$ cat src/rtl/alu_pkg.sv
// Shared op/state encodings for the sequential ALU.
package alu_pkg;

    typedef enum logic [3:0] {
        ALU_SLL  = 4'd0,
        ALU_SRA  = 4'd1,
        ALU_SRL  = 4'd2,
        ALU_MULU = 4'd3,
        ALU_DIVU = 4'd4,
        ALU_ADD  = 4'd5,
        ALU_SUB  = 4'd6,
        ALU_AND  = 4'd7,
        ALU_OR   = 4'd8,
        ALU_XOR  = 4'd9,
        ALU_NOR  = 4'd10,
        ALU_SLT  = 4'd11,
        ALU_SLTU = 4'd12,
        ALU_MULS = 4'd13,
        ALU_DIVS = 4'd14,
        ALU_RSV  = 4'd15
    } op_e;

    typedef enum logic [1:0] {
        S_IDLE = 2'd0,
        S_MUL  = 2'd1,
        S_DIV  = 2'd2,
        S_FIX  = 2'd3
    } state_e;

    function automatic logic is_long_op(input logic [3:0] sel);
        return (sel == ALU_MULU) || (sel == ALU_DIVU) ||
               (sel == ALU_MULS) || (sel == ALU_DIVS);
    endfunction

endpackage

$ cat src/rtl/seq_muldiv.sv
// Iterative shift-add multiplier / restoring divider, one bit per cycle.
module seq_muldiv
    import alu_pkg::*;
#(
    parameter int WIDTH = 32
) (
    input  logic             clk,
    input  logic             rst,
    input  logic             start,
    input  logic             is_mul,
    input  logic             is_signed,
    input  logic [WIDTH-1:0] x,
    input  logic [WIDTH-1:0] y,
    output logic             busy,
    output logic             done,
    output logic [WIDTH-1:0] res_lo,
    output logic [WIDTH-1:0] res_hi
);

    localparam int CW = $clog2(WIDTH);

    state_e           state, state_nx;
    logic [WIDTH-1:0] hi, lo, dv;
    logic [WIDTH-1:0] hi_nx, lo_nx;
    logic [CW-1:0]    cnt;
    logic             neg_lo, neg_hi, mul_op;

    logic [WIDTH-1:0]   ax, ay;
    logic [WIDTH:0]     sum, trial;
    logic [2*WIDTH-1:0] prod;
    logic [WIDTH-1:0]   quo, rem;

    assign ax = (is_signed && x[WIDTH-1]) ? -x : x;
    assign ay = (is_signed && y[WIDTH-1]) ? -y : y;

    always_ff @(posedge clk or posedge rst) begin
        if (rst) state <= S_IDLE;
        else     state <= state_nx;
    end

    always_comb begin
        state_nx = state;
        case (state)
            S_IDLE:  if (start) state_nx = is_mul ? S_MUL : S_DIV;
            S_MUL,
            S_DIV:   if (cnt == CW'(WIDTH-1)) state_nx = S_FIX;
            S_FIX:   state_nx = S_IDLE;
            default: state_nx = S_IDLE;
        endcase
    end

    assign sum   = {1'b0, hi} + (lo[0] ? {1'b0, dv} : '0);
    assign trial = {hi, lo[WIDTH-1]} - {1'b0, dv};

    always_comb begin
        hi_nx = hi;
        lo_nx = lo;
        if (state == S_MUL) begin
            hi_nx = sum[WIDTH:1];
            lo_nx = {sum[0], lo[WIDTH-1:1]};
        end else if (!trial[WIDTH]) begin
            hi_nx = trial[WIDTH-1:0];
            lo_nx = {lo[WIDTH-2:0], 1'b1};
        end else begin
            hi_nx = {hi[WIDTH-2:0], lo[WIDTH-1]};
            lo_nx = {lo[WIDTH-2:0], 1'b0};
        end
    end

    // Multiply: lo holds multiplier, dv multiplicand. Divide: lo dividend, dv divisor.
    always_ff @(posedge clk or posedge rst) begin
        if (rst) begin
            hi     <= '0;
            lo     <= '0;
            dv     <= '0;
            cnt    <= '0;
            neg_lo <= 1'b0;
            neg_hi <= 1'b0;
            mul_op <= 1'b0;
        end else if (state == S_IDLE) begin
            if (start) begin
                hi     <= '0;
                lo     <= is_mul ? ay : ax;
                dv     <= is_mul ? ax : ay;
                cnt    <= '0;
                neg_lo <= is_signed & (x[WIDTH-1] ^ y[WIDTH-1]);
                neg_hi <= is_signed & ~is_mul & x[WIDTH-1];
                mul_op <= is_mul;
            end
        end else if (state == S_MUL || state == S_DIV) begin
            hi  <= hi_nx;
            lo  <= lo_nx;
            cnt <= cnt + 1'b1;
        end
    end

    assign prod = neg_lo ? -{hi, lo} : {hi, lo};
    assign quo  = neg_lo ? -lo : lo;
    assign rem  = neg_hi ? -hi : hi;

    assign res_lo = mul_op ? prod[WIDTH-1:0] : quo;
    assign res_hi = mul_op ? prod[2*WIDTH-1:WIDTH] : rem;
    assign busy   = (state != S_IDLE);
    assign done   = (state == S_FIX);

endmodule

$ cat src/rtl/seq_alu.sv
// Handshaked ALU: single-cycle datapath plus iterative mul/div unit.
module seq_alu
    import alu_pkg::*;
#(
    parameter int WIDTH = 32
) (
    input  logic             clk,
    input  logic             rst,
    input  logic             in_valid,
    output logic             in_ready,
    input  logic [WIDTH-1:0] x,
    input  logic [WIDTH-1:0] y,
    input  logic [3:0]       sel,
    output logic             out_valid,
    input  logic             out_ready,
    output logic [WIDTH-1:0] result,
    output logic [WIDTH-1:0] result2,
    output logic             OF,
    output logic             CF,
    output logic             zero,
    output logic             dz
);

    localparam int SHW = $clog2(WIDTH);

    logic             accept, start, is_mul, is_div, is_sgn;
    logic             md_busy, md_done;
    logic [WIDTH-1:0] md_lo, md_hi;
    logic [SHW-1:0]   sh;
    logic [WIDTH:0]   add_w, sub_w;
    logic [WIDTH-1:0] r, r2;
    logic             of_c, cf_c, dz_c;

    assign in_ready = !md_busy && (!out_valid || out_ready);
    assign accept   = in_valid && in_ready;
    assign is_mul   = (sel == ALU_MULU) || (sel == ALU_MULS);
    assign is_div   = (sel == ALU_DIVU) || (sel == ALU_DIVS);
    assign is_sgn   = (sel == ALU_MULS) || (sel == ALU_DIVS);
    // Divide by zero is answered in one cycle without entering the divider.
    assign start    = accept && is_long_op(sel) && !(is_div && y == '0);

    seq_muldiv #(.WIDTH(WIDTH)) u_muldiv (
        .clk       (clk),
        .rst       (rst),
        .start     (start),
        .is_mul    (is_mul),
        .is_signed (is_sgn),
        .x         (x),
        .y         (y),
        .busy      (md_busy),
        .done      (md_done),
        .res_lo    (md_lo),
        .res_hi    (md_hi)
    );

    assign sh    = y[SHW-1:0];
    assign add_w = {1'b0, x} + {1'b0, y};
    assign sub_w = {1'b0, x} - {1'b0, y};

    always_comb begin
        r    = '0;
        r2   = '0;
        of_c = 1'b0;
        cf_c = 1'b0;
        dz_c = 1'b0;
        case (sel)
            ALU_SLL:  r = x << sh;
            ALU_SRA:  r = $signed(x) >>> sh;
            ALU_SRL:  r = x >> sh;
            ALU_ADD: begin
                r    = add_w[WIDTH-1:0];
                cf_c = add_w[WIDTH];
                of_c = (x[WIDTH-1] == y[WIDTH-1]) &&
                       (add_w[WIDTH-1] != x[WIDTH-1]);
            end
            ALU_SUB: begin
                r    = sub_w[WIDTH-1:0];
                cf_c = sub_w[WIDTH];
                of_c = (x[WIDTH-1] != y[WIDTH-1]) &&
                       (sub_w[WIDTH-1] != x[WIDTH-1]);
            end
            ALU_AND:  r = x & y;
            ALU_OR:   r = x | y;
            ALU_XOR:  r = x ^ y;
            ALU_NOR:  r = ~(x | y);
            ALU_SLT:  r = {{(WIDTH-1){1'b0}}, $signed(x) < $signed(y)};
            ALU_SLTU: r = {{(WIDTH-1){1'b0}}, x < y};
            ALU_DIVU,
            ALU_DIVS: begin
                r    = '1;
                r2   = x;
                dz_c = 1'b1;
            end
            default: ;
        endcase
    end

    always_ff @(posedge clk or posedge rst) begin
        if (rst) begin
            out_valid <= 1'b0;
            result    <= '0;
            result2   <= '0;
            OF        <= 1'b0;
            CF        <= 1'b0;
            zero      <= 1'b0;
            dz        <= 1'b0;
        end else if (accept && !start) begin
            out_valid <= 1'b1;
            result    <= r;
            result2   <= r2;
            OF        <= of_c;
            CF        <= cf_c;
            zero      <= (r == '0);
            dz        <= dz_c;
        end else if (md_done) begin
            out_valid <= 1'b1;
            result    <= md_lo;
            result2   <= md_hi;
            OF        <= 1'b0;
            CF        <= 1'b0;
            zero      <= (md_lo == '0);
            dz        <= 1'b0;
        end else if (out_ready) begin
            out_valid <= 1'b0;
        end
    end

endmodule
$ cat config.mk
export PLATFORM = sky130hd
export DESIGN_NAME = seq_alu
export DESIGN_NICKNAME = d
export VERILOG_FILES = /design/src/rtl/alu_pkg.sv /design/src/rtl/seq_muldiv.sv /design/src/rtl/seq_alu.sv
export SDC_FILE = /design/constraint.sdc
export NUM_CORES = 1
export LEC_CHECK = 0
export BUFFER_PORTS_ARGS = -buffer_cell sky130_fd_sc_hd__clkbuf_2
export CORE_MARGIN = 2
export CORE_UTILIZATION = 40
export DETAILED_ROUTE_END_ITERATION = 10
export PLACE_DENSITY = 0.53
export SYNTH_ARGS = -nofsm -noshare
export SYNTH_HDL_FRONTEND = slang
export SYNTH_SLANG_ARGS = --single-unit
export TNS_END_PERCENT = 1
$ cat constraint.sdc
create_clock -name clk -period 13.2 [get_ports clk]
set_clock_uncertainty 0.15 [all_clocks]
set_input_delay 1.32 -clock clk [delete_from_list [all_inputs] [get_ports clk]]
set_output_delay 1.32 -clock clk [all_outputs]
set_load 0.05 [all_outputs]
==> results_dict.tcl <==
set metrics [dict create \
    via_count 29300 \
    final_nets 3664 \
    place.gp.congestion 1.04 \
    worst_ep_arrival_time_ns 6.75 \
    synth_commonest_cells "320 x nor2_1, 310 x o21ai_0, 302 x nand2_1" \
    synthTopCellsByArea "dfrtp_1 17%, ha_1 9.2%, o21ai_0 6.1%, a21oi_1 5.4%, xnor2_1 5.0%" \
    initialDrtViolationCount 3931 \
    synth.distinct_cells 98 \
    internal_power_mw 2.35 \
    fillers 6557 \
    hold_viol 0 \
    pwr-share-clk 0.098 \
    setup_tns_ns 0 \
    synth_area_um2 25400 \
    antenna_left 0 \
    portBuffers 141 \
    clkSlewWorstSetupHoldPaths_ns 0.08 \
    grt_max_degree 111 \
    dieArea_um2 65600 \
    grt-ovfl-total 0 \
    clkLatencyLatePin_ns 0.50 \
    crit_type "in -> reg" \
    p_per_area_nw_per_um2 201 \
    cts_tree "done" \
    ys_seq_area_frac 0.172 \
    cp_data_required_time_ns 13.46 \
    ys_seq_elements 175 \
    slew_headroom 0.0815 \
    gr-usage-all-layers 0.418 \
    power_mw 5.48 \
    postCtsSetupBuffers 0 \
    grt_pass1_wl_um 201000 \
    area_growth_pct 7.22 \
    setup_viol 0 \
    die_h_um 256 \
    p_seq_frac 0.207 \
    synth-main-ff-cell "dfrtp_1" \
    start_util 0.404 \
    cts.sinks 175 \
    io_pins 142 \
    hp-class "reg -> reg" \
    cts_inserted_buffers 17 \
    drtPass1Iterations 7 \
    worstSetupEndpointType "flip-flop" \
    synth-edff-count 0 \
    period_needed_ns 6.48 \
    status "finished, final reports clean" \
    htree_levels 4 \
    root_buffer "clkbuf_16" \
    synth_top_area_frac 0.172 \
    rows 92 \
    worst_hold_slack_ns 0.338 \
    post-route-period-util 0.491 \
    worstSetupStartpointType "primary input" \
    hold_buffers 0 \
    vias_per_cell 6.86 \
    cp_cell_sequence "clkbuf_2 > buf_4 > inv_1 > buf_4 > ha_1 > inv_1 > o311ai_0 > o31ai_1 > buf_4 > or3_1 > a21oi_1 > a2111oi_1 > o211ai_1 > or4_1 > nor4_1 > nand4_1 > o31ai_1" \
    ys_warn_count 0 \
    cp_common_cell "buf_4" \
    wirelength_um 143000 \
    core_area_um2 63000 \
    fmax_mhz 154 \
    die_w_um 256 \
    yosysMostFrequentCell "nor2_1" \
    antenna_found_initial 4 \
    report.final.slew_viol_count 0 \
    worst_path_max_delay_cell "a2111oi_1" \
    crit_fanout 58 \
    drive_gt1_frac 0.106 \
    wire_per_inst_um 33.4 \
    worst_slew_pin_slew_ns 1.36 \
    grt_pass1_vias 27200 \
    clock_path_buffers 2 \
    ir_drop_mv 0.155 \
    rsz0062_at_grt "no" \
    synth_cells 3444 \
    yosys.area.top_type "dfrtp_1" \
    drc 0 \
    p_sw_frac 0.572 \
    drv_cap 0 \
    synth_nets 3707 \
    comb_power_share 0.694 \
    async_reset_ff_frac 1.00 \
    dp_hpwl_um 110000 \
    p_sw_mw 3.13 \
    syn_avg_cell_area_um2 7.39 \
    slowest_delay_ns 0.86 \
    power_leakage_nw 11.1 \
    cts_resized 0 \
]
## through the flow
step,worst slack (ns),util,instance area [um^2],instances
after CTS,7.04,0.433,27300,4260
after detailed placement,6.52,0.424,26700,4228
after global placement,6.59,0.424,26700,4228
final,6.72,0.433,27300,4262
after floorplan,6.98,-,25400,3444
after global routing,6.69,0.433,27300,4260
## cell usage in the layout, fill, tap and decap left out, types with 26 or more instances in the layout
cell type    n
a31oi_1     26
o31ai_1     38
nand3_1    103
buf_4       60
a22oi_1     47
o211ai_1    74
nor2b_1     35
mux2i_1    121
mux2_2      32
nor4_1      40
o221ai_1    27
nand2_1    300
a21oi_1    276
inv_1      161
a221oi_1    26
ha_1       185
xor2_1      61
a211oi_1    58
nand4_1     33
clkbuf_2   140
xnor2_1    146
nand2b_1    38
mux4_2      29
a21o_1      46
o22ai_1     59
o21ai_0    310
dfrtp_1    175
nor3_1      63
nor2_1     316
## power groups by stage
| stage | clock, mW | sequential [mW] | combinational, mW |
|---|---|---|---|
| finish | 0.538 | 1.14 | 3.80 |
| global route | 0.564 | 1.15 | 4.08 |
| CTS | 0.540 | 1.12 | 3.72 |
| detailed placement | 0 | 1.13 | 3.70 |
| global placement | 0 | 1.12 | 3.64 |
| floorplan | 0 | 1.29 | 2.44 |
## logic make-up (layout without fill, tap and decap cells)
logic type      Yosys count  after routing  synth area share
compound gates         1198           1198             0.307
xor+xnor                207            207            0.0713
fa+ha+maj               191            191            0.0951
buf+inv                 427            397            0.0677
flops                   175            175             0.172
mux                     188            188            0.0911
other cells               0              2                 0
simple gates           1058           1058             0.195
## state kept, by name, summed over array words and instances, names as in the netlist, 2 cells and up
register and flops:
result 32, u_muldiv.dv 32, u_muldiv.state 2, u_muldiv.hi 32
u_muldiv.cnt 5, result2 32, u_muldiv.lo 32
## final cells by class
type                    count  area, um^2  area share
clock inverters            15         170     0.00624
inverters                 165         627      0.0230
diodes                      2        5.00    0.000183
multi-input cells        2842       19500       0.713
clock buffers              17         425      0.0156
well taps                 846        1060      0.0388
flip-flops and latches    175        4380       0.161
repair buffers            200        1150      0.0422
## metal layers
metal | vias to the layer above | track usage | share of wire
li1 | 12600 | - | -
met1 | 14500 | 0.524 | 0.39
met2 | 1791 | 0.642 | 0.44
met3 | 362 | 0.100 | 0.098
met4 | 2 | 0.274 | 0.076
met5 | - | 0 | 0.000063
## worst max-delay path, delay by kind of cell
family / cells / cell delay (ns)
simple gates: 4 / 1.17
buf+inv: 6 / 1.74
fa+ha+maj: 1 / 0.46
compound gates: 6 / 1.98
## final timing paths
path / from / endpoint / slack (ns) / cells after the start
setup / recovery: y[3] / zero / 6.72 / 17
hold / removal: u_muldiv.dv[6] / u_muldiv.dv[6] / 0.34 / 2
setup reg to reg: u_muldiv.lo[31] / u_muldiv.hi[18] / 7.89 / 15
hold reg to reg: u_muldiv.dv[6] / u_muldiv.dv[6] / 0.34 / 2
max in group asynchronous: rst / u_muldiv.dv[6] / 10.58 / 3
min in group asynchronous: rst / u_muldiv.lo[14] / 0.85 / 2
Note: power is estimated with default switching activity, not from simulation.
